===== src/rtl/memisland_preload_arbiter.sv =====
// memisland_preload_arbiter
// Arbitrates narrow port 1 of the memory island between normal host traffic
// and a lock-based preload engine that streams aligned word writes. Ownership
// only changes hands once every in-flight request has been answered, so each
// read response always goes back to the requester that issued it.

module memisland_preload_arbiter #(
    parameter int unsigned AddrWidth      = 32,
    parameter int unsigned DataWidth      = 32,
    parameter int unsigned MaxOutstanding = 4
) (
    input  logic                     clk_i,
    input  logic                     rst_i,

    // Host port
    input  logic                     host_req_i,
    output logic                     host_gnt_o,
    input  logic [AddrWidth-1:0]     host_addr_i,
    input  logic                     host_we_i,
    input  logic [DataWidth-1:0]     host_wdata_i,
    input  logic [DataWidth/8-1:0]   host_strb_i,
    output logic                     host_rvalid_o,
    output logic [DataWidth-1:0]     host_rdata_o,

    // Preload port
    input  logic                     pl_lock_req_i,
    output logic                     pl_lock_gnt_o,
    input  logic                     pl_valid_i,
    output logic                     pl_ready_o,
    input  logic [AddrWidth-1:0]     pl_addr_i,
    input  logic [DataWidth-1:0]     pl_data_i,
    output logic [31:0]              pl_count_o,
    output logic                     pl_err_o,

    // Memory island port
    output logic                     mem_req_o,
    input  logic                     mem_gnt_i,
    output logic [AddrWidth-1:0]     mem_addr_o,
    output logic                     mem_we_o,
    output logic [DataWidth-1:0]     mem_wdata_o,
    output logic [DataWidth/8-1:0]   mem_strb_o,
    input  logic                     mem_rvalid_i,
    input  logic [DataWidth-1:0]     mem_rdata_i
);

    localparam int unsigned StrbWidth = DataWidth / 8;
    localparam int unsigned CntWidth  = $clog2(MaxOutstanding + 1);

    localparam logic [CntWidth-1:0]  OutstMax   = CntWidth'(MaxOutstanding);
    localparam logic [CntWidth-1:0]  OutstZero  = {CntWidth{1'b0}};
    localparam logic [CntWidth-1:0]  OutstOne   = {{(CntWidth-1){1'b0}}, 1'b1};
    localparam logic [AddrWidth-1:0] OffsetMask = AddrWidth'(StrbWidth - 1);
    localparam logic [31:0]          CountMax   = 32'hFFFF_FFFF;

    typedef enum logic [1:0] {
        ST_HOST    = 2'd0,
        ST_DRAIN   = 2'd1,
        ST_PRELOAD = 2'd2,
        ST_FINISH  = 2'd3
    } state_e;

    // Clear the byte-offset bits so the beat lands on its containing word.
    function automatic logic [AddrWidth-1:0] align_addr(input logic [AddrWidth-1:0] addr);
        return addr & ~OffsetMask;
    endfunction

    // A beat is misaligned when any byte-offset bit is set.
    function automatic logic is_misaligned(input logic [AddrWidth-1:0] addr);
        return |(addr & OffsetMask);
    endfunction

    state_e                state_r;
    logic [CntWidth-1:0]   outst_r;
    logic                  lock_gnt_r;
    logic [31:0]           pl_count_r;
    logic                  pl_err_r;

    logic                  outst_full_s;
    logic                  outst_zero_s;
    logic                  mem_fire_s;
    logic                  beat_fire_s;
    logic                  enter_preload_s;

    assign outst_full_s    = (outst_r == OutstMax);
    assign outst_zero_s    = (outst_r == OutstZero);
    assign mem_fire_s      = mem_req_o & mem_gnt_i;
    assign beat_fire_s     = pl_valid_i & pl_ready_o;
    assign enter_preload_s = (state_r == ST_DRAIN) & pl_lock_req_i & outst_zero_s;

    assign pl_lock_gnt_o = lock_gnt_r;
    assign pl_count_o    = pl_count_r;
    assign pl_err_o      = pl_err_r;

    // Steer the memory port and both requester ports according to the owner.
    always_comb begin
        mem_req_o     = 1'b0;
        mem_addr_o    = {AddrWidth{1'b0}};
        mem_we_o      = 1'b0;
        mem_wdata_o   = {DataWidth{1'b0}};
        mem_strb_o    = {StrbWidth{1'b0}};
        host_gnt_o    = 1'b0;
        host_rvalid_o = 1'b0;
        host_rdata_o  = {DataWidth{1'b0}};
        pl_ready_o    = 1'b0;

        case (state_r)
            ST_HOST: begin
                // Zero-latency pass-through, throttled only by the outstanding limit.
                mem_req_o     = host_req_i & ~outst_full_s;
                mem_addr_o    = host_addr_i;
                mem_we_o      = host_we_i;
                mem_wdata_o   = host_wdata_i;
                mem_strb_o    = host_strb_i;
                host_gnt_o    = mem_gnt_i & ~outst_full_s;
                host_rvalid_o = mem_rvalid_i;
                host_rdata_o  = mem_rdata_i;
            end
            ST_DRAIN: begin
                // No new requests; responses still belong to the host.
                host_rvalid_o = mem_rvalid_i;
                host_rdata_o  = mem_rdata_i;
            end
            ST_PRELOAD: begin
                // Full-word writes only; preload write responses are swallowed.
                mem_req_o   = pl_valid_i & pl_lock_req_i & ~outst_full_s;
                mem_addr_o  = align_addr(pl_addr_i);
                mem_we_o    = 1'b1;
                mem_wdata_o = pl_data_i;
                mem_strb_o  = {StrbWidth{1'b1}};
                pl_ready_o  = mem_gnt_i & pl_lock_req_i & ~outst_full_s;
            end
            ST_FINISH: begin
                // Port idle while the last preload responses are dropped.
                mem_req_o = 1'b0;
            end
            default: begin
                mem_req_o = 1'b0;
            end
        endcase
    end

    // Track granted-but-unanswered requests; grant and response together hold.
    always_ff @(posedge clk_i) begin
        if (rst_i) begin
            outst_r <= OutstZero;
        end else if (mem_fire_s && !mem_rvalid_i && !outst_full_s) begin
            outst_r <= outst_r + OutstOne;
        end else if (!mem_fire_s && mem_rvalid_i && !outst_zero_s) begin
            outst_r <= outst_r - OutstOne;
        end else begin
            outst_r <= outst_r;
        end
    end

    // Ownership sequencer; the lock grant is registered alongside the state.
    always_ff @(posedge clk_i) begin
        if (rst_i) begin
            state_r    <= ST_HOST;
            lock_gnt_r <= 1'b0;
        end else begin
            case (state_r)
                ST_HOST: begin
                    lock_gnt_r <= 1'b0;
                    if (pl_lock_req_i) begin
                        state_r <= ST_DRAIN;
                    end else begin
                        state_r <= ST_HOST;
                    end
                end
                ST_DRAIN: begin
                    if (!pl_lock_req_i) begin
                        state_r    <= ST_HOST;
                        lock_gnt_r <= 1'b0;
                    end else if (outst_zero_s) begin
                        state_r    <= ST_PRELOAD;
                        lock_gnt_r <= 1'b1;
                    end else begin
                        state_r    <= ST_DRAIN;
                        lock_gnt_r <= 1'b0;
                    end
                end
                ST_PRELOAD: begin
                    if (!pl_lock_req_i) begin
                        state_r    <= ST_FINISH;
                        lock_gnt_r <= 1'b0;
                    end else begin
                        state_r    <= ST_PRELOAD;
                        lock_gnt_r <= 1'b1;
                    end
                end
                ST_FINISH: begin
                    lock_gnt_r <= 1'b0;
                    if (outst_zero_s) begin
                        state_r <= ST_HOST;
                    end else begin
                        state_r <= ST_FINISH;
                    end
                end
                default: begin
                    state_r    <= ST_HOST;
                    lock_gnt_r <= 1'b0;
                end
            endcase
        end
    end

    // Per-session word count and sticky misalignment flag, reset at each new grant.
    always_ff @(posedge clk_i) begin
        if (rst_i) begin
            pl_count_r <= 32'd0;
            pl_err_r   <= 1'b0;
        end else if (enter_preload_s) begin
            pl_count_r <= 32'd0;
            pl_err_r   <= 1'b0;
        end else if (beat_fire_s) begin
            if (pl_count_r != CountMax) begin
                pl_count_r <= pl_count_r + 32'd1;
            end else begin
                pl_count_r <= pl_count_r;
            end
            pl_err_r <= pl_err_r | is_misaligned(pl_addr_i);
        end else begin
            pl_count_r <= pl_count_r;
            pl_err_r   <= pl_err_r;
        end
    end

endmodule


===== config.mk =====
export PLATFORM = sky130hd
export DESIGN_NAME = memisland_preload_arbiter
export DESIGN_NICKNAME = d
export VERILOG_FILES = /design/src/rtl/memisland_preload_arbiter.sv
export SDC_FILE = /design/constraint.sdc
export NUM_CORES = 1
export LEC_CHECK = 0
export CAP_MARGIN = 20
export CORE_AREA = 3 3 119 121
export CTS_CLUSTER_DIAMETER = 100
export DETAILED_ROUTE_END_ITERATION = 12
export DIE_AREA = 0 0 122 124
export PLACE_DENSITY = 0.76
export SLEW_MARGIN = 20
export SYNTH_ARGS = -nofsm -noshare
export SYNTH_HDL_FRONTEND = slang
export SYNTH_SLANG_ARGS = --single-unit

===== constraint.sdc =====
create_clock -name clk_i -period 5.1 [get_ports clk_i]
set_clock_uncertainty 0.2 [all_clocks]
set_input_delay 1.53 -clock clk_i [delete_from_list [all_inputs] [get_ports clk_i]]
set_output_delay 1.53 -clock clk_i [all_outputs]
set_load 0.02 [all_outputs]

==> parameters.txt <==
Parameter                              Value

CTS
  Post-CTS Hold Buffers ... 0
  CTS clk-pin slew, worst paths ... 0.06 ns
  Cell chosen for the clock root ... sky130_fd_sc_hd__clkbuf_16
  Maximum count of clock buffers along a single path ... 2
  Setup repair bufs after CTS ... 0
  CTS Buf Count ... 5
  Clock net sink count ... 39
  TritonCTS clock tree ... built
  Post-cts sizing count ... 0
  Clock insertion delay at the later pin of the skew report ... 0.28 ns
  H-tree Lvls ... 2

Floorplan
  Placement Rows ... 42
  Area of the die ... 15100 µm²
  Total core area ... 13200 µm²
  Die width ... 122 µm
  Number of ports placed on the die boundary ... 311
  Die Span Y ... 124 µm
  Starting utilization of the core area ... 0.246

Layout
  Share of layout cells above drive strength 1 ... 0.0341
  Final instance area ... 6720 µm²
  Layout net count ... 906
  Area growth from synthesis to layout ... 107%
  Fill count ... 1257

Global route
  Global-route wire length before repair ... 22.9 mm
  Largest net degree at the start of global routing ... 62
  Number of global-route vias before repair ... 3920
  Total congestion overflow ... 0
  Layer with the highest usage after global routing ... met2
  Met2 usage ... 0.316
  Met1 layer usage reported by global route ... 0.219
  Initial antenna violation count ... 20
  Global routing usage on met3 ... 0.139
  All-layer global routing usage ... 0.198

Critical path
  Cell type of the slowest stage on the worst timing path ... sky130_fd_sc_hd__clkdlybuf4s50_1
  Delay of the slowest cell on the worst path ... 0.65 ns
  Arrival @ worst endpoint ... 3.18 ns
  Logic depth of the worst path, buffers included ... 4
  CP most frequent cell ... sky130_fd_sc_hd__clkdlybuf4s50_1
  Top fanout value on the critical path ... 2
  Number of cells on the worst reg-to-reg path ... 7
  Series of cell instances along the critical path ... clkdlybuf4s50_1, nand3_1, a211oi_1, clkdlybuf4s50_1
  End of the worst register-to-register path ... outst_r[2]
  CP Launch Type ... input port
  Buffers and inverters on the worst path ... 2
  CP top delay family ... buffers and inverters
  Setup slack of the worst register-to-register path ... 1.88 ns
  Critical R2R Launch ... state_r[1]
  Type of element capturing the critical path ... output port
  Worst endpoint required time ... 3.37 ns
  Crit path kind ... input port to output port

Logic synthesis
  Post-synth EDFFs ... 0
  Proportion of synthesized chip area in sequential cells ... 0.241
  Avg Synthesized Cell Area ... 7.42 µm²
  Total standard cell area after synthesis ... 3240 µm²
  Primary FF master, synth ... sky130_fd_sc_hd__dfxtp_1
  Net count of the mapped netlist ... 611
  Number of warnings issued by yosys ... 0
  Post-synthesis register bit count ... 39
  Number of distinct library cells after synthesis ... 42
  Proportion of register bits with asynchronous set or reset after synthesis ... 0
  Number of cells produced by synthesis ... 437

Min path
  Startpoint of the lowest-slack hold path ... pl_err_o
  Worst hold stages ... 2
  Hold Path End ... pl_err_o
  Worst min-delay path class ... register to register

Power and ir drop
  Total chip power ... 0.00171 W
  Combinational share of power ... 0.534
  Int Pwr ... 0.00109 W
  Net Sw Frac ... 0.362
  Power per cell area ... 254 nW/µm²
  Proportion of power drawn by the clock network ... 0.241
  Net load switching power ... 0.000619 W
  Total leakage power ... 2.37 nW
  Maximum ir drop on the vdd rail ... 0.212 mV
  Register share of total power ... 0.225

Routing
  Total Wirelength ... 16.8 mm
  # DRC ... 0
  Vias per std cell ... 4.80
  Vias after detailed routing ... 4377
  Detailed-routing iteration count for the pre-antenna-repair pass ... 4
  Average wire length per cell after detail routing ... 18.4 µm
  DRT iter0 DRCs ... 185
  Post-detailed-route count of antenna-violating nets ... 0

Place
  Estimated wirelength of the detail-placed design ... 14.2 mm
  Post-place instance area ... 6520 µm²
  Count of buffers from port buffering ... 310
  Final RePlAce weighted congestion ... 0.800

Timing
  Setup TNS ... 0 ns
  Worst rel slew slack ... 0.410
  Final setup vio count ... 0
  Part of the cycle the worst path needs ... 0.962
  Least-Margin Pin Slew ... 0.878 ns
  RSZ-0062 raised after global routing ... false
  Fin crit period ... 4.91 ns
  Fin. max-slew vios ... 0
  Final hold violations ... 0
  Maximum operating frequency ... 204 MHz

Job
  Number of violations of the max-capacitance limit ... 0

Outcome
  Run status ... completed
==> tightest hold or removal path, stage by stage, from the launching register on <==
cell and delay (ns):
sky130_fd_sc_hd__dfxtp_1 0.31, sky130_fd_sc_hd__inv_1 0.05, sky130_fd_sc_hd__a21oi_1 0.05
==> flip-flops by register name (all words and copies together) (netlist names) <==
register and cells:
state_r 2, pl_count_o 32, pl_lock_gnt_o 1, outst_r 3
pl_err_o 1
==> power by group through the flow <==
| stage | Combinational (W) | Clock (W) | Sequential [W] |
|---|---|---|---|
| finish | 0.000913 | 0.000412 | 0.000385 |
| detailed placement | 0.000917 | 0 | 0.000392 |
| global route | 0.000969 | 0.000430 | 0.000393 |
| floorplan | 0.000477 | 0 | 0.000345 |
| global placement | 0.000911 | 0 | 0.000392 |
| CTS | 0.000919 | 0.000422 | 0.000386 |
==> cells in the mapped netlist (all sizes together) (2+ instances only) <==
| master | instances | area share |
|---|---|---|
| a2111oi | 3 | 0.010 |
| a211oi | 2 | 0.0046 |
| a21oi | 28 | 0.043 |
| and2 | 2 | 0.0039 |
| and3 | 10 | 0.019 |
| and4 | 10 | 0.028 |
| buf | 12 | 0.017 |
| clkbuf | 18 | 0.021 |
| dfxtp | 39 | 0.24 |
| inv | 4 | 0.0046 |
| mux2i | 65 | 0.20 |
| nand2 | 19 | 0.022 |
| nand2b | 3 | 0.0058 |
| nand3 | 17 | 0.026 |
| nand4 | 9 | 0.022 |
| nor2 | 82 | 0.095 |
| nor2b | 34 | 0.066 |
| nor3b | 3 | 0.0069 |
| nor4 | 2 | 0.0039 |
| o211ai | 4 | 0.011 |
| o21a | 2 | 0.0046 |
| o21ai | 23 | 0.036 |
| o31ai | 6 | 0.014 |
| or3 | 21 | 0.041 |
| or4 | 7 | 0.016 |
| xor2 | 3 | 0.0081 |
==> cell families after synthesis <==
logic type,Yosys count,synth area share
buffers and inverters,34,0.0428
multiplexers,65,0.201
AND/OR/NAND/NOR,224,0.369
adder cells (fa/ha/maj),2,0.0100
flip-flops,39,0.241
XOR/XNOR,4,0.0108
AO/OA/AOI/OAI,69,0.126
==> metrics by stage <==
stage,utilization,hold slack [ns],setup WS (ns),std cells
after floorplan,-,0.317,1.12,437
after global placement,0.494,0.231,0.185,901
after CTS,0.509,0.248,0.170,909
after detailed placement,0.494,0.239,0.170,901
after global routing,0.510,0.286,0.123,910
final,0.510,0.245,0.191,911
==> worst max path at each step <==
stage,from,end,slack (ns)
after global routing,pl_lock_req_i,mem_req_o,0.12
after CTS,pl_lock_req_i,mem_req_o,0.17
after detailed placement,pl_lock_req_i,mem_req_o,0.17
after floorplan,mem_gnt_i,host_gnt_o,1.12
final,pl_lock_req_i,mem_req_o,0.19
after global placement,pl_lock_req_i,mem_req_o,0.19
==> placed cells by master (no fill, tap or decap), types with 10 or more instances in the layout <==
master	n
sky130_fd_sc_hd__a21oi_1	28
sky130_fd_sc_hd__and3_1	10
sky130_fd_sc_hd__clkdlybuf4s50_1	310
sky130_fd_sc_hd__dfxtp_1	37
sky130_fd_sc_hd__mux2i_1	65
sky130_fd_sc_hd__nand2_1	19
sky130_fd_sc_hd__nand3_1	17
sky130_fd_sc_hd__nor2_1	82
sky130_fd_sc_hd__nor2b_1	34
sky130_fd_sc_hd__o21ai_0	22
sky130_fd_sc_hd__or3_1	21
==> final cells by class <==
type	count	area, µm²	share of cell area
well taps	176	220	0.0328
clock inverters	3	71.3	0.0106
clock buffers	5	125	0.0186
inverters	4	15.0	0.00223
diodes	2	5.00	0.000744
multi-input cells	364	2330	0.346
flip-flops and latches	39	786	0.117
repair buffers	318	3180	0.472
==> routing by layer <==
metal,vias to the layer above,part of all wire
met4,38,0.012
met5,-,0.015
li1,2163,-
met1,1939,0.38
met3,51,0.15
met2,186,0.45
No activity file was read; power rests on OpenSTA's default activity.
